--- src/rtl/cache_pkg.sv ---
// cache_pkg: shared FSM state type, default cache geometry and address-width helper
//   cache_state_e : controller states
//   DEF_*         : default geometry matching the cache_memory datapath
//   cache_geom()  : derives tag/index/offset widths from the geometry
package cache_pkg;

  typedef enum logic [2:0] {
    IDLE,
    LOOKUP,
    COMPARE,
    WRITE_BACK,
    ALLOCATE,
    REFILL,
    RESPOND
  } cache_state_e;

  localparam int ADDR_WIDTH          = 32;
  localparam int DEF_WORD_SIZE       = 32;
  localparam int DEF_WORDS_PER_BLOCK = 4;
  localparam int DEF_NUM_BLOCKS      = 64;
  localparam int DEF_NUM_WAYS        = 4;

  typedef struct packed {
    int tag_w;
    int index_w;
    int offset_w;
  } cache_geom_t;

  // index selects one of NUM_BLOCKS/NUM_WAYS sets, offset one word of a line,
  // and the tag takes whatever is left of the 32-bit word address
  function automatic cache_geom_t cache_geom(int blocks, int ways, int words);
    cache_geom_t g;
    g.index_w  = $clog2(blocks / ways);
    g.offset_w = $clog2(words);
    g.tag_w    = ADDR_WIDTH - g.index_w - g.offset_w;
    return g;
  endfunction

endpackage

--- src/rtl/cache_ctrl_fsm.sv ---
// cache_ctrl_fsm: single-request sequencer for the cache_memory set-associative datapath
// Ports:
//   clk, rst                        clock, synchronous active-high reset
//   cpu_req_*/cpu_addr/cpu_wdata    CPU request (valid/ready handshake), cpu_rdata + cpu_resp_valid response
//   tag/index/blk_offset/req_type   registered request fields to the datapath
//   read/write_en_cache/mem,data_in datapath enables and store data
//   hit/dirty_bit/data_out/victim_tag  datapath lookup results
//   mem_req_valid/we/mem_addr/mem_ready  block-level memory transaction (write-back or refill)
//   hit_cnt/miss_cnt/wb_cnt         performance counters, present only with PERF_CNT_EN defined
module cache_ctrl_fsm
  import cache_pkg::*;
#(
  parameter int WORD_SIZE       = DEF_WORD_SIZE,
  parameter int WORDS_PER_BLOCK = DEF_WORDS_PER_BLOCK,
  parameter int NUM_BLOCKS      = DEF_NUM_BLOCKS,
  parameter int NUM_WAYS        = DEF_NUM_WAYS,
  localparam cache_geom_t GEOM  = cache_geom(NUM_BLOCKS, NUM_WAYS, WORDS_PER_BLOCK),
  localparam int INDEX_WIDTH    = GEOM.index_w,
  localparam int OFFSET_WIDTH   = GEOM.offset_w,
  localparam int TAG_WIDTH      = GEOM.tag_w
) (
  input  logic                    clk,
  input  logic                    rst,
  input  logic                    cpu_req_valid,
  output logic                    cpu_req_ready,
  input  logic [ADDR_WIDTH-1:0]   cpu_addr,
  input  logic                    cpu_req_type,
  input  logic [WORD_SIZE-1:0]    cpu_wdata,
  output logic [WORD_SIZE-1:0]    cpu_rdata,
  output logic                    cpu_resp_valid,
  output logic [TAG_WIDTH-1:0]    tag,
  output logic [INDEX_WIDTH-1:0]  index,
  output logic [OFFSET_WIDTH-1:0] blk_offset,
  output logic                    req_type,
  output logic                    read_en_cache,
  output logic                    write_en_cache,
  output logic                    read_en_mem,
  output logic                    write_en_mem,
  output logic [WORD_SIZE-1:0]    data_in,
  input  logic                    hit,
  input  logic                    dirty_bit,
  input  logic [WORD_SIZE-1:0]    data_out,
  input  logic [TAG_WIDTH-1:0]    victim_tag,
  output logic                    mem_req_valid,
  output logic                    mem_req_we,
  output logic [ADDR_WIDTH-1:0]   mem_addr,
  input  logic                    mem_ready
`ifdef PERF_CNT_EN
  ,
  output logic [31:0]             hit_cnt,
  output logic [31:0]             miss_cnt,
  output logic [31:0]             wb_cnt
`endif
);

  cache_state_e state_q, state_d;

  logic [ADDR_WIDTH-1:0] addr_q;
  logic                  type_q;
  logic [WORD_SIZE-1:0]  wdata_q;
  logic [WORD_SIZE-1:0]  rdata_q;
  logic [TAG_WIDTH-1:0]  victim_q;
  logic                  replay_q;
  logic                  hit_write;

  always_ff @(posedge clk) begin
    if (rst) state_q <= IDLE;
    else     state_q <= state_d;
  end

  // victim_tag is captured on a dirty miss so the write-back address cannot
  // move while the memory transaction is outstanding
  always_ff @(posedge clk) begin
    if (rst) begin
      addr_q   <= '0;
      type_q   <= 1'b0;
      wdata_q  <= '0;
      rdata_q  <= '0;
      victim_q <= '0;
      replay_q <= 1'b0;
    end else begin
      if (state_q == IDLE && cpu_req_valid) begin
        addr_q   <= cpu_addr;
        type_q   <= cpu_req_type;
        wdata_q  <= cpu_wdata;
        replay_q <= 1'b0;
      end
      if (state_q == COMPARE && hit && !type_q) rdata_q <= data_out;
      if (state_q == COMPARE && !hit && dirty_bit) victim_q <= victim_tag;
      if (state_q == REFILL) replay_q <= 1'b1;
    end
  end

  always_comb begin
    state_d = state_q;
    case (state_q)
      IDLE:       state_d = cpu_req_valid ? LOOKUP : IDLE;
      LOOKUP:     state_d = COMPARE;
      COMPARE:    state_d = hit ? RESPOND : dirty_bit ? WRITE_BACK : ALLOCATE;
      WRITE_BACK: state_d = mem_ready ? ALLOCATE : WRITE_BACK;
      ALLOCATE:   state_d = mem_ready ? REFILL : ALLOCATE;
      REFILL:     state_d = LOOKUP;
      RESPOND:    state_d = IDLE;
      default:    state_d = IDLE;
    endcase
  end

  assign tag        = addr_q[ADDR_WIDTH-1 -: TAG_WIDTH];
  assign index      = addr_q[OFFSET_WIDTH +: INDEX_WIDTH];
  assign blk_offset = addr_q[OFFSET_WIDTH-1:0];
  assign req_type   = type_q;
  assign cpu_rdata  = rdata_q;
  assign hit_write  = state_q == COMPARE && hit && type_q;

  always_comb begin
    cpu_req_ready  = state_q == IDLE;
    cpu_resp_valid = state_q == RESPOND;
    read_en_cache  = state_q == LOOKUP || state_q == COMPARE;
    write_en_cache = hit_write || state_q == REFILL;
    read_en_mem    = state_q == REFILL;
    write_en_mem   = state_q == WRITE_BACK;
    mem_req_valid  = state_q == WRITE_BACK || state_q == ALLOCATE;
    mem_req_we     = state_q == WRITE_BACK;
    data_in        = hit_write ? wdata_q : '0;
    mem_addr       = !mem_req_valid ? '0 :
                     {(mem_req_we ? victim_q : tag), index, {OFFSET_WIDTH{1'b0}}};
  end

`ifdef PERF_CNT_EN
  logic [31:0] hit_cnt_q, miss_cnt_q, wb_cnt_q;

  // only the first COMPARE of a request counts; the post-refill replay is skipped
  always_ff @(posedge clk) begin
    if (rst) begin
      hit_cnt_q  <= '0;
      miss_cnt_q <= '0;
      wb_cnt_q   <= '0;
    end else begin
      if (state_q == COMPARE && !replay_q && hit)  hit_cnt_q  <= hit_cnt_q + 32'd1;
      if (state_q == COMPARE && !replay_q && !hit) miss_cnt_q <= miss_cnt_q + 32'd1;
      if (state_q == WRITE_BACK && mem_ready)      wb_cnt_q   <= wb_cnt_q + 32'd1;
    end
  end

  assign hit_cnt  = hit_cnt_q;
  assign miss_cnt = miss_cnt_q;
  assign wb_cnt   = wb_cnt_q;
`endif

endmodule

--- config.mk ---
export PLATFORM = sky130hd
export DESIGN_NAME = cache_ctrl_fsm
export DESIGN_NICKNAME = d
export VERILOG_FILES = /design/src/rtl/cache_pkg.sv /design/src/rtl/cache_ctrl_fsm.sv
export SDC_FILE = /design/constraint.sdc
export NUM_CORES = 1
export LEC_CHECK = 0
export BUFFER_PORTS_ARGS = -buffer_cell sky130_fd_sc_hd__buf_2
export CAP_MARGIN = 20
export CORE_MARGIN = 10
export CORE_UTILIZATION = 49
export DETAILED_ROUTE_END_ITERATION = 12
export PLACE_DENSITY = 0.85
export REMOVE_ABC_BUFFERS = 1
export SETUP_SLACK_MARGIN = 0.15
export SLEW_MARGIN = 10
export SYNTH_ARGS = -nofsm -noshare
export SYNTH_HDL_FRONTEND = slang
export SYNTH_SLANG_ARGS = --single-unit
--- constraint.sdc ---
create_clock -name clk -period 2.85 [get_ports clk]
set_clock_uncertainty 0.15 [all_clocks]
set_input_delay 0.7125 -clock clk [delete_from_list [all_inputs] [get_ports clk]]
set_output_delay 0.7125 -clock clk [all_outputs]
set_load 0.05 [all_outputs]
* Word level (Yosys, flattened, before mapping)
Cells that the tools add are included.
W data, S select, Z words.
** Storage, ports and cells
- Register bits :: 126
- Latch bits :: 0
- Bits in writable memories :: 0
- Bits in read-only memories :: 0
- Input bits :: 129
- Output and inout port bits :: 137
- Memories kept :: 0
** Operators by class
- Add/subtract/negate cells :: 0
- Multiply operators :: 0
- Div/mod/pow operators :: 0
- $lt $le $gt $ge :: 0
- Equal/unequal tests :: 6
- Shift-type cells :: 0
- Multiplexer cells :: 9
- Bitwise logic cells :: 0
- Reduce and logical (&&, ||, !) cells :: 12
** Operator list (count)
- $mux W32 :: 2
- $mux W26 :: 1
- $pmux W3 S6 :: 1
- $eq A3 B3 Y1 const B :: 3
- $mux W3 :: 3
- $eq A3 B2 Y1 const B :: 2
- $logic_and A1 B1 Y1 :: 6
- $eq A3 B1 Y1 const B :: 1
- $logic_not A3 Y1 :: 1
- $logic_or A1 B1 Y1 :: 3
- $logic_not A1 Y1 :: 2
- $mux W1 :: 2

* Longest topological paths before layout
- Depth in word-level cells :: 4
- Depth in mapped cells :: 6
- Gate-level depth less buffers :: 3

* Worst setup path after synthesis
No wires, ideal clock.
- Path type :: register to output
- Start point :: register state_q[1]
- End point :: output port cpu_req_ready
- Arrival :: 1.772 ns
- Data required time :: 1.987 ns
- Path slack :: 0.216 ns
- Cell stages (with the launch flop) :: 4
- Cells stage by stage :: dfxtp_1 -> buf_2 -> clkbuf_1 -> nor3_1
** On the way
- Word-level cells in the longest chain between the ends :: 1
** Ends and longest elaborated chain
- start, declared :: line cache_ctrl_fsm.sv:56 : cache_state_e state_q, state_d;
- start signal, assigned :: line cache_ctrl_fsm.sv:68 : else state_q <= state_d;
- $logic_not A3 Y1 :: line cache_ctrl_fsm.sv:116 : cpu_req_ready = state_q == IDLE;
- end, declared :: line cache_ctrl_fsm.sv:25 : output logic cpu_req_ready,
No other way between the ends.

* Worst setup path in the final report
- Start point :: register state_q[0]
- End point :: output port data_in[24]
** On the way
- Word-level cells in the longest chain between the ends :: 4
** Ends and longest elaborated chain
- $eq A3 B2 Y1 :: line cache_ctrl_fsm.sv:113 : assign hit_write = state_q == COMPARE && hit && type_q;
- $logic_and A1 B1 Y1 (2 in series) :: line cache_ctrl_fsm.sv:113
- $mux W32 :: line cache_ctrl_fsm.sv:124 : data_in = hit_write ? wdata_q : '0;
- end, declared :: line cache_ctrl_fsm.sv:39 : output logic [WORD_SIZE-1:0] data_in,
No other way between the ends.

==> results.toml <==
[yosys]
ys.flop_type = "dfxtp_1"
syn_area_per_cell_um2 = 8.05
ys_top_cells_by_area = "dfxtp_1, a21oi_1, nand2_1, nand3_1, a22o_1"
syn_area_um2 = 5320
synthArstFlopShare = 0
synth_top_area_share = 0.474
syn_inst = 661
yosysTopAreaCell = "dfxtp_1"
ys_ff_latch = 126
synth_edf_count = 0
yosys_warnings = 0
synth_seq_area_share = 0.474
ys_types = 34

[grt]
overflow = 0
grt_pass1_vias = 5730
grt_pass1_wl_mm = 30.0
grt-busiest-layer = "met2"
grt_max_degree = 70
use_met3 = 0.0671
antenna_found_initial = 3
met1_usage = 0.245
use_met2 = 0.403
grt_use_total = 0.232

[floorplan]
core_um2 = 10500
dieHeight_um = 124
die_w_um = 124
die_area_um2 = 15400
boundaryPins = 266
rows = 37
start_util = 0.509

[setup_path]
start_kind = "register"
required_ps = 1990
cp_max_fo = 34
cp.arrival_ps = 1900
critical_path_class = "register to output port"
critical_path.endpoint_type = "output port"

[timing]
fin_tns_setup_ps = 0
maxSlewHeadroom = 0.367
fin_crit_ps = 2770
finalCritPeriodShare = 0.971
slew_viol_final = 0
holdWs_ps = 289
worstMarginPinSlew_ps = 948
fmax_mhz = 361
rsz0062_at_grt = "true"
finalHoldViolations = 0
final-setup-viol-count = 0

[cts]
root_buffer = "clkbuf_8"
htree_levels = 4
cts_tree = "yes"
clock_path_buffers = 2
cts_sinks = 126
clkTransAtPathRegs_ps = 60
cts_buffers = 17
worstSkewPairLatency_ps = 500

[route]
wl_per_cell_um = 18.4
firstDrtPassIters = 5
routed_wirelength_mm = 19.3
viasPerCell = 5.56
vias = 5827
drtAntennaViolNets = 0
drt_iter0_markers = 531
drc_errors = 0

[layout]
fill_cells = 801
syn_to_final_growth_pct = 44.6
multi_input_area_um2 = 2410
seqCellArea_um2 = 2530
fin_nets = 1025
drive_gt1_frac = 0.363
fin_area_um2 = 7690

[flow_run]
cap_violations = 0

[power_and_ir_drop]
p_leak_nw = 3.50
peakVddDrop_mv = 0.510
power_density_nw_per_um2 = 682

[status]
outcome = "finished, final reports clean"

[placed_design]
numPortBuffers = 263
gp_congestion = 0.824
dp_hpwl_mm = 12.7
dpl-instance-area_um2 = 6620

[min_path]
hp-class = "input pin to register"
==> repair_timing <==
action                                  CTS  global route
gates cloned                              1             0
pin swaps                                 2            10
resized for setup                       109            13
hold buffers                              0             0
endpoints found under the setup margin   64            48
buffers inserted                          2             2
==> per-stage QoR <==
stage,util,power (mW),std cells,worst slack (ps)
finish,0.735,5.24,1048,83.5
global route,0.735,5.42,1047,14.4
CTS,0.729,5.25,1043,93.6
detailed placement,0.633,2.93,1008,231
global placement,0.633,2.92,1008,266
floorplan,-,2.56,592,-1380
==> cells in the final DEF, fill, tap and decap left out, types with 4 or more instances in the layout <==
cell       netlist  routed
bufinv_16        0       5
o21ai_1         28      28
o21ai_0         32      32
buf_4            9      19
dfxtp_1        126     123
buf_8            0       5
clkbuf_16        0      16
nand3_1         59      59
a21oi_1        124     124
and2_4           0       4
buf_12           0       7
buf_6           11      46
buf_2           15     207
a22o_1          26      26
and3_1          32      32
nand2_1        131     131
==> cell type report <==
cell class                 instances  area share
inverter                           3     0.00146
sequential                       126       0.329
multi-input combinational        463       0.313
clock inverter                    11      0.0246
timing repair buffer             285       0.252
clock buffer                      21      0.0571
tap                              136      0.0221
antenna                            3    0.000976
==> layer usage <==
layer / wire length (µm) / up-vias
met5: 0 / -
met4: 866 / 0
met3: 1380 / 67
met2: 10200 / 284
met1: 6900 / 2715
li1: - / 2761
==> path summary, 6_finish.rpt <==
path	from	to	slack, ps	cells after the start
worst max-delay path	state_q[0]	data_in[24]	80	5
worst min-delay path	cpu_wdata[9]	wdata_q[9]	290	3
worst min register to register	wdata_q[31]	wdata_q[31]	300	2
worst max register to register	state_q[1]	addr_q[21]	710	5
==> critical path, cell delays in order (launching register included) <==
cell	delay [ps]
dfxtp_4	360
buf_8	140
and4bb_2	320
buf_12	170
and3_1	210
buf_6	170
==> report_power, final <==
part	switching, mW	internal, mW	total (mW)
sequential	0.0725	1.88	1.95
clock	0.776	1.53	2.30
combinational	0.699	0.288	0.987
total	1.55	3.70	5.24
==> Yosys cell counts (2+ instances only) <==
library cell,count
and3_1,32
buf_6,11
buf_4,9
buf_1,5
clkbuf_1,30
nand3_1,59
nor2_1,3
inv_1,2
nand2b_1,3
nor3_1,2
nor4b_4,2
nand2_1,131
o21ai_0,32
and2_1,5
dfxtp_1,126
or4b_1,2
buf_2,15
a21oi_1,124
a22o_1,26
o21ai_1,28
==> cells by family (layout without fill, tap and decap cells) <==
logic type / after synthesis / count (layout) / share of synthesized area
simple gates: 246 / 246 / 0.225
compound gates: 214 / 214 / 0.221
flops: 126 / 126 / 0.474
buf+inv: 73 / 320 / 0.0769
other cells: 1 / 5 / 0.000705
xor+xnor: 1 / 1 / 0.00165
==> state kept, by name, summed over array words and instances (netlist names) <==
register,count
wdata_q,32
state_q,3
victim_q,26
cpu_rdata,32
addr_q,32
req_type,1
Power figures use the tool's default switching activity.
